$ cat config.mk
export PLATFORM = sky130hd
export DESIGN_NAME = controle_enchimento_flat
export DESIGN_NICKNAME = d
export VERILOG_FILES = /design/src/rtl/controle_enchimento_if.sv /design/src/rtl/controle_enchimento.sv /design/src/flat_wrapper.sv
export SDC_FILE = /design/constraint.sdc
export NUM_CORES = 1
export LEC_CHECK = 0
export CAP_MARGIN = 20
export CORE_MARGIN = 3
export CORE_UTILIZATION = 45
export CTS_CLUSTER_DIAMETER = 30
export DETAILED_ROUTE_END_ITERATION = 12
export HOLD_SLACK_MARGIN = 0.12
export PLACE_DENSITY = 0.69
export SETUP_SLACK_MARGIN = 0.4
export SLEW_MARGIN = 20
export SYNTH_ARGS = -nofsm -noshare
export SYNTH_HDL_FRONTEND = slang
export SYNTH_SLANG_ARGS = --single-unit
$ cat constraint.sdc
create_clock -name clk -period 2.2 [get_ports clk]
set_input_delay 0.22 -clock clk [delete_from_list [all_inputs] [get_ports clk]]
set_output_delay 0.22 -clock clk [all_outputs]
set_load 0.05 [all_outputs]
$ cat src/rtl/controle_enchimento_if.sv
// rtl/controle_enchimento_if.sv - decoder flags in, valve/alarm/fault drives out
interface controle_enchimento_if;
    logic       Ve;
    logic       Al;
    logic       ERRO;
    logic       Nv_Alto;
    logic       Nv_Critico;
    logic       fault_clr;
    logic       valve_open;
    logic       alarm_out;
    logic       fault;
    logic [1:0] state;

    modport master (
        output Ve, Al, ERRO, Nv_Alto, Nv_Critico, fault_clr,
        input  valve_open, alarm_out, fault, state
    );

    modport slave (
        input  Ve, Al, ERRO, Nv_Alto, Nv_Critico, fault_clr,
        output valve_open, alarm_out, fault, state
    );
endinterface

$ cat src/rtl/controle_enchimento.sv
// rtl/controle_enchimento.sv - inlet valve / alarm FSM with min on-time, hold-off, timeout and error filter
// Optional blinking alarm selected by macro ALARM_BLINK_EN.
module controle_enchimento #(
    parameter int CNT_W        = 16,
    parameter int MIN_ON       = 4,
    parameter int FILL_TIMEOUT = 20,
    parameter int HOLD         = 3,
    parameter int ERR_PERSIST  = 3
`ifdef ALARM_BLINK_EN
    ,
    parameter int BLINK_HALF   = 2
`endif
) (
    input  logic                  clk,
    input  logic                  rst,
    controle_enchimento_if.slave  bus
);

    localparam logic [CNT_W-1:0] ONE          = CNT_W'(1);
    localparam logic [CNT_W-1:0] MIN_ON_LAST  = CNT_W'(MIN_ON - 1);
    localparam logic [CNT_W-1:0] TIMEOUT_LAST = CNT_W'(FILL_TIMEOUT - 1);
    localparam logic [CNT_W-1:0] HOLD_LAST    = CNT_W'(HOLD - 1);
    localparam logic [CNT_W-1:0] ERR_MAX      = CNT_W'(ERR_PERSIST);

    typedef enum logic [1:0] {
        IDLE    = 2'd0,
        FILLING = 2'd1,
        FULL    = 2'd2,
        FAULT   = 2'd3
    } state_t;

    state_t           state_q;
    logic             ve_r, al_r, erro_r, nv_alto_r, nv_critico_r;
    logic [CNT_W-1:0] err_cnt;
    logic [CNT_W-1:0] fill_cnt;
    logic [CNT_W-1:0] hold_cnt;
    logic             valve_q;
    logic             fault_q;
    logic             alarm_q;
    logic             alarm_req;

    // Decoder outputs are combinational; register them once so the FSM sees clean levels.
    always_ff @(posedge clk) begin
        if (rst) begin
            ve_r         <= 1'b0;
            al_r         <= 1'b0;
            erro_r       <= 1'b0;
            nv_alto_r    <= 1'b0;
            nv_critico_r <= 1'b0;
            err_cnt      <= '0;
        end else begin
            ve_r         <= bus.Ve;
            al_r         <= bus.Al;
            erro_r       <= bus.ERRO;
            nv_alto_r    <= bus.Nv_Alto;
            nv_critico_r <= bus.Nv_Critico;
            if (!erro_r)
                err_cnt <= '0;
            else if (err_cnt != ERR_MAX)
                err_cnt <= err_cnt + ONE;
        end
    end

    always_ff @(posedge clk) begin
        if (rst) begin
            state_q  <= IDLE;
            fill_cnt <= '0;
            hold_cnt <= '0;
            valve_q  <= 1'b0;
            fault_q  <= 1'b0;
        end else if (err_cnt == ERR_MAX) begin
            // Persistent probe error wins over every other transition.
            state_q <= FAULT;
            valve_q <= 1'b0;
            fault_q <= 1'b1;
        end else begin
            case (state_q)
                IDLE: begin
                    if (ve_r) begin
                        state_q  <= FILLING;
                        fill_cnt <= '0;
                        valve_q  <= 1'b1;
                    end
                end
                FILLING: begin
                    fill_cnt <= fill_cnt + ONE;
                    if (nv_alto_r) begin
                        state_q  <= FULL;
                        hold_cnt <= '0;
                        valve_q  <= 1'b0;
                    end else if (!ve_r && (fill_cnt >= MIN_ON_LAST)) begin
                        state_q <= IDLE;
                        valve_q <= 1'b0;
                    end else if (fill_cnt == TIMEOUT_LAST) begin
                        state_q <= FAULT;
                        valve_q <= 1'b0;
                        fault_q <= 1'b1;
                    end
                end
                FULL: begin
                    // Fill requests are ignored until the hold-off expires.
                    hold_cnt <= hold_cnt + ONE;
                    if (hold_cnt == HOLD_LAST)
                        state_q <= IDLE;
                end
                FAULT: begin
                    if (bus.fault_clr && (err_cnt == '0)) begin
                        state_q <= IDLE;
                        fault_q <= 1'b0;
                    end
                end
                default: state_q <= IDLE;
            endcase
        end
    end

    assign alarm_req = al_r | nv_critico_r | (state_q == FAULT);

`ifdef ALARM_BLINK_EN
    localparam logic [CNT_W-1:0] BLINK_LAST = CNT_W'(BLINK_HALF - 1);

    logic [CNT_W-1:0] blink_cnt;
    logic             blink_off;

    // A fresh request always starts with an ON half-period.
    always_ff @(posedge clk) begin
        if (rst || !alarm_req) begin
            blink_cnt <= '0;
            blink_off <= 1'b0;
            alarm_q   <= 1'b0;
        end else begin
            alarm_q <= !blink_off;
            if (blink_cnt == BLINK_LAST) begin
                blink_cnt <= '0;
                blink_off <= !blink_off;
            end else begin
                blink_cnt <= blink_cnt + ONE;
            end
        end
    end
`else
    always_ff @(posedge clk) begin
        if (rst)
            alarm_q <= 1'b0;
        else
            alarm_q <= alarm_req;
    end
`endif

    assign bus.valve_open = valve_q;
    assign bus.alarm_out  = alarm_q;
    assign bus.fault      = fault_q;
    assign bus.state      = state_q;

endmodule

$ cat src/flat_wrapper.sv
// flat-port wrapper written by rule: the top's interface ports become plain ports
module controle_enchimento_flat 
#(
    parameter int CNT_W        = 16,
    parameter int MIN_ON       = 4,
    parameter int FILL_TIMEOUT = 20,
    parameter int HOLD         = 3,
    parameter int ERR_PERSIST  = 3

)
  (clk, rst, bus_Ve, bus_Al, bus_ERRO, bus_Nv_Alto, bus_Nv_Critico, bus_fault_clr, bus_valve_open, bus_alarm_out, bus_fault, bus_state);
  controle_enchimento_if bus_i ();
  input  logic clk;
  input  logic rst;
  input wire logic [$bits(bus_i.Ve)-1:0] bus_Ve;
  input wire logic [$bits(bus_i.Al)-1:0] bus_Al;
  input wire logic [$bits(bus_i.ERRO)-1:0] bus_ERRO;
  input wire logic [$bits(bus_i.Nv_Alto)-1:0] bus_Nv_Alto;
  input wire logic [$bits(bus_i.Nv_Critico)-1:0] bus_Nv_Critico;
  input wire logic [$bits(bus_i.fault_clr)-1:0] bus_fault_clr;
  output wire logic [$bits(bus_i.valve_open)-1:0] bus_valve_open;
  output wire logic [$bits(bus_i.alarm_out)-1:0] bus_alarm_out;
  output wire logic [$bits(bus_i.fault)-1:0] bus_fault;
  output wire logic [$bits(bus_i.state)-1:0] bus_state;
  assign bus_i.Ve = bus_Ve;
  assign bus_i.Al = bus_Al;
  assign bus_i.ERRO = bus_ERRO;
  assign bus_i.Nv_Alto = bus_Nv_Alto;
  assign bus_i.Nv_Critico = bus_Nv_Critico;
  assign bus_i.fault_clr = bus_fault_clr;
  assign bus_valve_open = bus_i.valve_open;
  assign bus_alarm_out = bus_i.alarm_out;
  assign bus_fault = bus_i.fault;
  assign bus_state = bus_i.state;
  controle_enchimento #(.CNT_W(CNT_W), .MIN_ON(MIN_ON), .FILL_TIMEOUT(FILL_TIMEOUT), .HOLD(HOLD), .ERR_PERSIST(ERR_PERSIST)) u_core (.clk(clk), .rst(rst), .bus(bus_i));
endmodule
Yosys cells after proc, flatten, opt, wreduce, memory -nomap -nowiden
Index checks and enable logic that the tools add are counted.
{"block": "totals", "ff_bits": 58, "word_cells": 75}
{"block": "classes", "n_eq_ne": 17, "n_lt_le_gt_ge": 1, "mux": 23, "bitwise_logic": 4, "n_reduce_logical": 15, "n_addsub": 3}
{"operator": "case mux 16 bit (2 select lines)", "count": 2}
{"operator": "adder 16 x 1 -> 16 bit, second input constant", "count": 3}
{"operator": "== test 16 x 2 -> 1 bit, second input constant", "count": 2}
{"operator": "two-way mux 16 bit", "count": 2}
{"operator": "== test 16 x 5 -> 1 bit, second input constant", "count": 1}
{"operator": ">= comparator 16 x 2 -> 1 bit, second input constant", "count": 1}
{"operator": "zero test 16 bit", "count": 1}
{"operator": "!= test 16 x 2 -> 1 bit, second input constant", "count": 1}
{"operator": "two-way mux 2 bit", "count": 7}
{"operator": "!= test 3 x 1 -> 1 bit, second input constant", "count": 4}
{"operator": "two-way mux 1 bit", "count": 9}
{"operator": "AND reduction 3 bit", "count": 3}
{"operator": "case mux 2 bit (4 select lines)", "count": 1}
{"operator": "!= test 5 x 1 -> 1 bit, second input constant", "count": 1}
{"operator": "AND reduction 5 bit", "count": 1}
{"operator": "== test 2 bit, second input constant", "count": 2}
{"operator": "!= test 2 x 1 -> 1 bit, second input constant", "count": 2}
{"operator": "!= test 4 x 1 -> 1 bit, second input constant", "count": 1}
{"operator": "case mux 1 bit (2 select lines)", "count": 2}
{"operator": "AND reduction 4 bit", "count": 1}
{"operator": "nonzero test 2 bit", "count": 2}
{"operator": "OR reduction 2 bit", "count": 2}
{"operator": "!= test 3 x 2 -> 1 bit, second input constant", "count": 1}
{"operator": "!= test 3 bit, second input constant", "count": 1}
{"operator": "other kinds (7)", "count": 10}

Longest topological paths before layout
{"block": "logic_depth", "word_depth": 6, "mapped_depth": 9, "mapped_depth_nobuf": 8}

Worst setup path after synthesis
Ideal clock, no wire load.
{"block": "synth_path", "path_type": "register -> register", "startpoint": "register u_core.state_q[1] (netlist: u_core.bus.state[1])", "endpoint": "register u_core.hold_cnt[7]", "path_slack_ns": -0.239, "path_buffers": 1, "arrival_ns": 2.320, "path_stages_with_launch": 10, "required_time_ns": 2.081, "cell_sequence": "dfxtp_1 -> inv_1 -> ha_1 -> clkbuf_1 -> nand2b_1 -> nand2_1 -> a2111oi_4 -> nand3_1 -> xnor2_1 -> nor2b_1"}
{"block": "synth_via", "elab_chain_len": 3}
{"item": "from (decl)", "line": "controle_enchimento.sv:32", "rtl": "state_t state_q;"}
{"item": "from (signal assigned)", "line": "controle_enchimento.sv:66", "rtl": "state_q <= IDLE;"}
{"item": "from (signal assigned)", "line": "controle_enchimento.sv:73", "rtl": "state_q <= FAULT;"}
{"item": "from (signal assigned)", "line": "controle_enchimento.sv:80", "rtl": "state_q <= FILLING;"}
{"item": "== test 2 x 1 -> 1 bit / == test 2 bit (equally long branches)", "line": "controle_enchimento.sv:77", "rtl": "case (state_q)"}
{"item": "!= test 2 x 1 -> 1 bit (no source line) / nonzero test 2 bit (equally long branches)"}
{"item": "AND reduction 3 bit (no source line)"}
{"item": "to (signal assigned)", "line": "controle_enchimento.sv:102", "rtl": "hold_cnt <= hold_cnt + ONE;"}
{"item": "to (decl)", "line": "controle_enchimento.sv:36", "rtl": "logic [CNT_W-1:0] hold_cnt;"}
Several ways; a longest one is shown, not always the timed one.
A chain may end at the register's enable or synchronous reset.

Worst setup path in the final report
{"block": "layout_path", "startpoint": "register u_core.fill_cnt[2]", "endpoint": "register u_core.state_q[0] (netlist: u_core.bus.state[0])"}
{"block": "layout_via", "elab_chain_len": 6}
{"item": "from (decl)", "line": "controle_enchimento.sv:35", "rtl": "logic [CNT_W-1:0] fill_cnt;"}
{"item": "from (signal assigned)", "line": "controle_enchimento.sv:86", "rtl": "fill_cnt <= fill_cnt + ONE;"}
{"item": ">= comparator 16 x 2 -> 1 bit", "line": "controle_enchimento.sv:91", "rtl": "end else if (!ve_r && (fill_cnt >= MIN_ON_LAST)) begin"}
{"item": "logical AND 1 bit", "line": "controle_enchimento.sv:91"}
{"item": "two-way mux 2 bit", "line": "controle_enchimento.sv:91"}
{"item": "two-way mux 2 bit", "line": "controle_enchimento.sv:87", "rtl": "if (nv_alto_r) begin"}
{"item": "case mux 2 bit (4 select lines)", "line": "controle_enchimento.sv:77"}
{"item": "two-way mux 2 bit", "line": "controle_enchimento.sv:71", "rtl": "end else if (err_cnt == ERR_MAX) begin"}
{"item": "to (signal assigned)", "line": "controle_enchimento.sv:73"}
{"item": "to (signal assigned)", "line": "controle_enchimento.sv:88", "rtl": "state_q <= FULL;"}
{"item": "to (signal assigned)", "line": "controle_enchimento.sv:92", "rtl": "state_q <= IDLE;"}
Several ways; a longest one is shown, not always the timed one.

==> results.toml <==
[run_status]
status = "finished clean"

[pwr]
seqPwrFrac_pct = 36.2
p_sw_share_pct = 33.1
p_per_area_nw_per_um2 = 869
pwr-share-clk_pct = 32.9
combPwrFrac_pct = 30.9
ir_worst_vdd_mv = 0.631
p_int_uw = 2180
p_leak_uw = 0.00138
p_sw_uw = 1080
total_power_uw = 3250

[layout]
synthToLayoutAreaGrowth_pct = 32.5
fin_area_um2 = 3740
nFillCells = 503
insertedDiodeCount = 0
utilization_pct = 62.5
layout.nets = 369
drive_gt1_share_pct = 30.6

[global_route]
grt_usage_pct = 16.8
grt-ovfl-total = 0
grt_pass1_wl_um = 9800
grt_max_degree = 17
grt_pass1_vias = 2106
antenna_found_initial = 0

[worst_setup_path]
arrival_ns = 2.24
start_kind = "register"
worstPathRequired_ns = 2.46
critPathMaxFanout = 2
path_buf_inv = 0
critical-path-top-delay-family = "simple AND/OR/NAND/NOR gates"
critPathMaxStageDelay_ns = 0.55
crit_cells = 6
critPathSlowestCell = "or4_4"
reg2reg_depth = 6
critPathKind = "reg2reg"
crit_chain = "or4_4 > nor4_4 > a31oi_2 > o31a_1 > and3_4 > a221oi_2"
cp-end-kind = "register"

[synth]
synthTopCellsByArea = "dfxtp_1, xor2_1, nor2_1"
yosysWarnings = 0
syn_inst = 313
yosysSeqAreaShare_pct = 41.1
syn-num-nets = 331
ys_ff_latch = 58
synth_edf_count = 0
syn-cell-area_um2 = 2830
synth_top_flop_cell = "dfxtp_1"
post_synth.cell_area_avg_um2 = 9.03
yosysTopAreaCellShare_pct = 41.1
yosysTopAreaCell = "dfxtp_1"
async_flop_share_pct = 0
synthDistinctLibCells = 52

[floorplanning]
io-pin-count = 13
num_rows = 28
die_area_um2 = 7270
core-area_um2 = 5990
die_w_um = 85.2
die_h_um = 85.2
initial_core_util_pct = 47.2

[timing]
hold_viol = 0
worst_pin_slew_ns = 0.645
max_freq_ghz = 0.505
setup_viol = 0
fin_setup_tns_ns = 0
finalMaxSlewViolations = 0
slew_headroom_pct = 57.0
rsz0062_at_grt = "yes"
finalCritPeriodShare_pct = 90.0
setup_slack_ns = 0.221
fin_worst_skew_ns = 0.0170
finalCriticalPeriod_ns = 1.98

[drt]
via_count = 2306
drtIter0Drc = 78
drt-vias-per-instance = 5.35
dr.pass1.iters = 4
ant_nets = 0
drcViolationCount = 0
drt_wl_total_um = 6370
wl_per_cell_um = 14.8

[place]
port_buffers = 12
placed_area_um2 = 3100
place_ws_ns = 0.0556
routabilityCongestion = 0.761
hpwl_um = 3780

[clock_network]
path_clk_slew_ns = 0.08
h-tree-depth = 3
cts_tree = "built"
cts-buffers-inserted = 9
cts_buffer_depth = 2
numClockSinks = 58
clock_latency_ns = 0.35
cts_root_buffer = "clkbuf_8"

[hold_path]
hold_depth = 2
hp-class = "in2reg"

[flow_run]
cap_violations = 0
[cell usage after synthesis, types with 2 or more instances]
library cell,count
a211oi_2,3
a21oi_1,7
a221oi_2,2
and2_1,3
and3_1,13
and3_2,2
and4_1,6
buf_2,2
buf_4,2
clkbuf_1,5
dfxtp_1,58
ha_1,10
inv_1,11
nand2_1,21
nand2b_1,2
nand3_1,12
nand4_1,14
nor2_1,50
nor2b_1,6
nor3_1,6
nor4_1,6
xnor2_1,15
xor2_1,28
[final timing paths]
check                                        start                   end  slack (ns)
worst max-delay path            u_core.fill_cnt[2]   u_core.bus.state[0]        0.22
worst min-delay path                        bus_Ve           u_core.ve_r        0.42
worst max register to register  u_core.fill_cnt[2]   u_core.bus.state[0]        0.22
worst min register to register         u_core.al_r  u_core.bus.alarm_out        0.44
[registers in the layout, indices dropped and copies added, names as in the netlist]
| signal | flops |
|---|---|
| u_core.nv_alto_r | 1 |
| u_core.bus.state | 2 |
| u_core.erro_r | 1 |
| u_core.bus.alarm_out | 1 |
| u_core.ve_r | 1 |
| u_core.bus.valve_open | 1 |
| u_core.err_cnt | 16 |
| u_core.fill_cnt | 16 |
| u_core.al_r | 1 |
| u_core.bus.fault | 1 |
| u_core.hold_cnt | 16 |
| u_core.nv_critico_r | 1 |
[cell usage in the layout (no fill, tap or decap), types with 2 or more instances in the layout]
| cell | netlist | layout |
|---|---|---|
| a21oi_1 | 7 | 6 |
| nor3_1 | 6 | 4 |
| a211oi_2 | 3 | 2 |
| xnor2_1 | 15 | 10 |
| clkinv_2 | 0 | 3 |
| ha_1 | 10 | 5 |
| nand2_1 | 21 | 18 |
| clkdlybuf4s50_1 | 0 | 12 |
| nor3_2 | 0 | 2 |
| a221oi_2 | 2 | 2 |
| and3_1 | 13 | 12 |
| ha_4 | 0 | 4 |
| nor4_1 | 6 | 2 |
| bufinv_16 | 0 | 2 |
| o21ai_1 | 1 | 2 |
| inv_1 | 11 | 9 |
| o21bai_4 | 0 | 2 |
| dfxtp_1 | 58 | 41 |
| dfxtp_4 | 0 | 5 |
| xnor2_2 | 0 | 5 |
| buf_12 | 0 | 2 |
| clkbuf_8 | 0 | 9 |
| nor2b_1 | 6 | 6 |
| nor2_1 | 50 | 49 |
| buf_6 | 1 | 4 |
| and3_4 | 1 | 4 |
| nor4_4 | 1 | 4 |
| nand3_1 | 12 | 11 |
| nand2_2 | 0 | 2 |
| dfxtp_2 | 0 | 12 |
| and2_1 | 3 | 2 |
| buf_4 | 2 | 19 |
| and4_1 | 6 | 5 |
| nor4_2 | 1 | 2 |
| nand4_1 | 14 | 14 |
| xor2_1 | 28 | 28 |
[kinds of logic (layout without fill, tap and decap cells)]
logic type      after synthesis  count (layout)  share of synthesized area (%)
buf+inv                      22              64                           3.54
compound gates               27              28                           8.50
fa+ha+maj                    10              10                           4.43
flops                        58              58                           41.1
mux                           2               2                          0.753
simple gates                151             151                           28.3
xor+xnor                     43              43                           13.3
[timing repair]
action,in CTS,in global routing
gates resized for setup,20,37
setup buffers,5,11
hold buffers,0,0
gates cloned,0,1
pin swaps,6,27
endpoints found under the setup margin,35,34
[final cells by class]
cell class	instances	area (um^2)	share of cell area, %
clock inverter	6	82.6	2.21
multi-input combinational	234	1850	49.5
clock buffer	10	128	3.41
tap	75	93.8	2.51
timing repair buffer	37	348	9.29
sequential	58	1190	31.9
inverter	11	43.8	1.17
[worst reg2reg max path: cells and delay by family (launching register included)]
family / cells / cell delay [ns]
and+or+nand+nor: 3 / 0.91
AOI/OAI and AO/OA: 3 / 0.65
DFF: 1 / 0.33
[per-stage QoR]
step / hold WS (ns) / cells
2_1_floorplan: 0.292 / 313
5_1_grt: 0.419 / 431
4_1_cts: 0.416 / 419
3_3_place_gp: 0.421 / 398
3_5_place_dp: 0.431 / 398
6_report: 0.419 / 431
[power by group through the flow]
stage	combinational [uW]	sequential, uW	clock (uW)
detailed placement	802	1190	0
finish	1000	1180	1070
floorplan	538	1280	0
CTS	838	1170	1070
global route	1090	1190	1130
global placement	801	1190	0
[metal layers]
layer | global-route usage, % | vias up | wire (um)
met1 | 21.3 | 1097 | 2930
met3 | 4.66 | 15 | 168
met2 | 26.6 | 31 | 3130
met4 | 7.63 | 0 | 142
met5 | 0 | - | 0
li1 | - | 1163 | -
(Power assumes the default switching activity.)
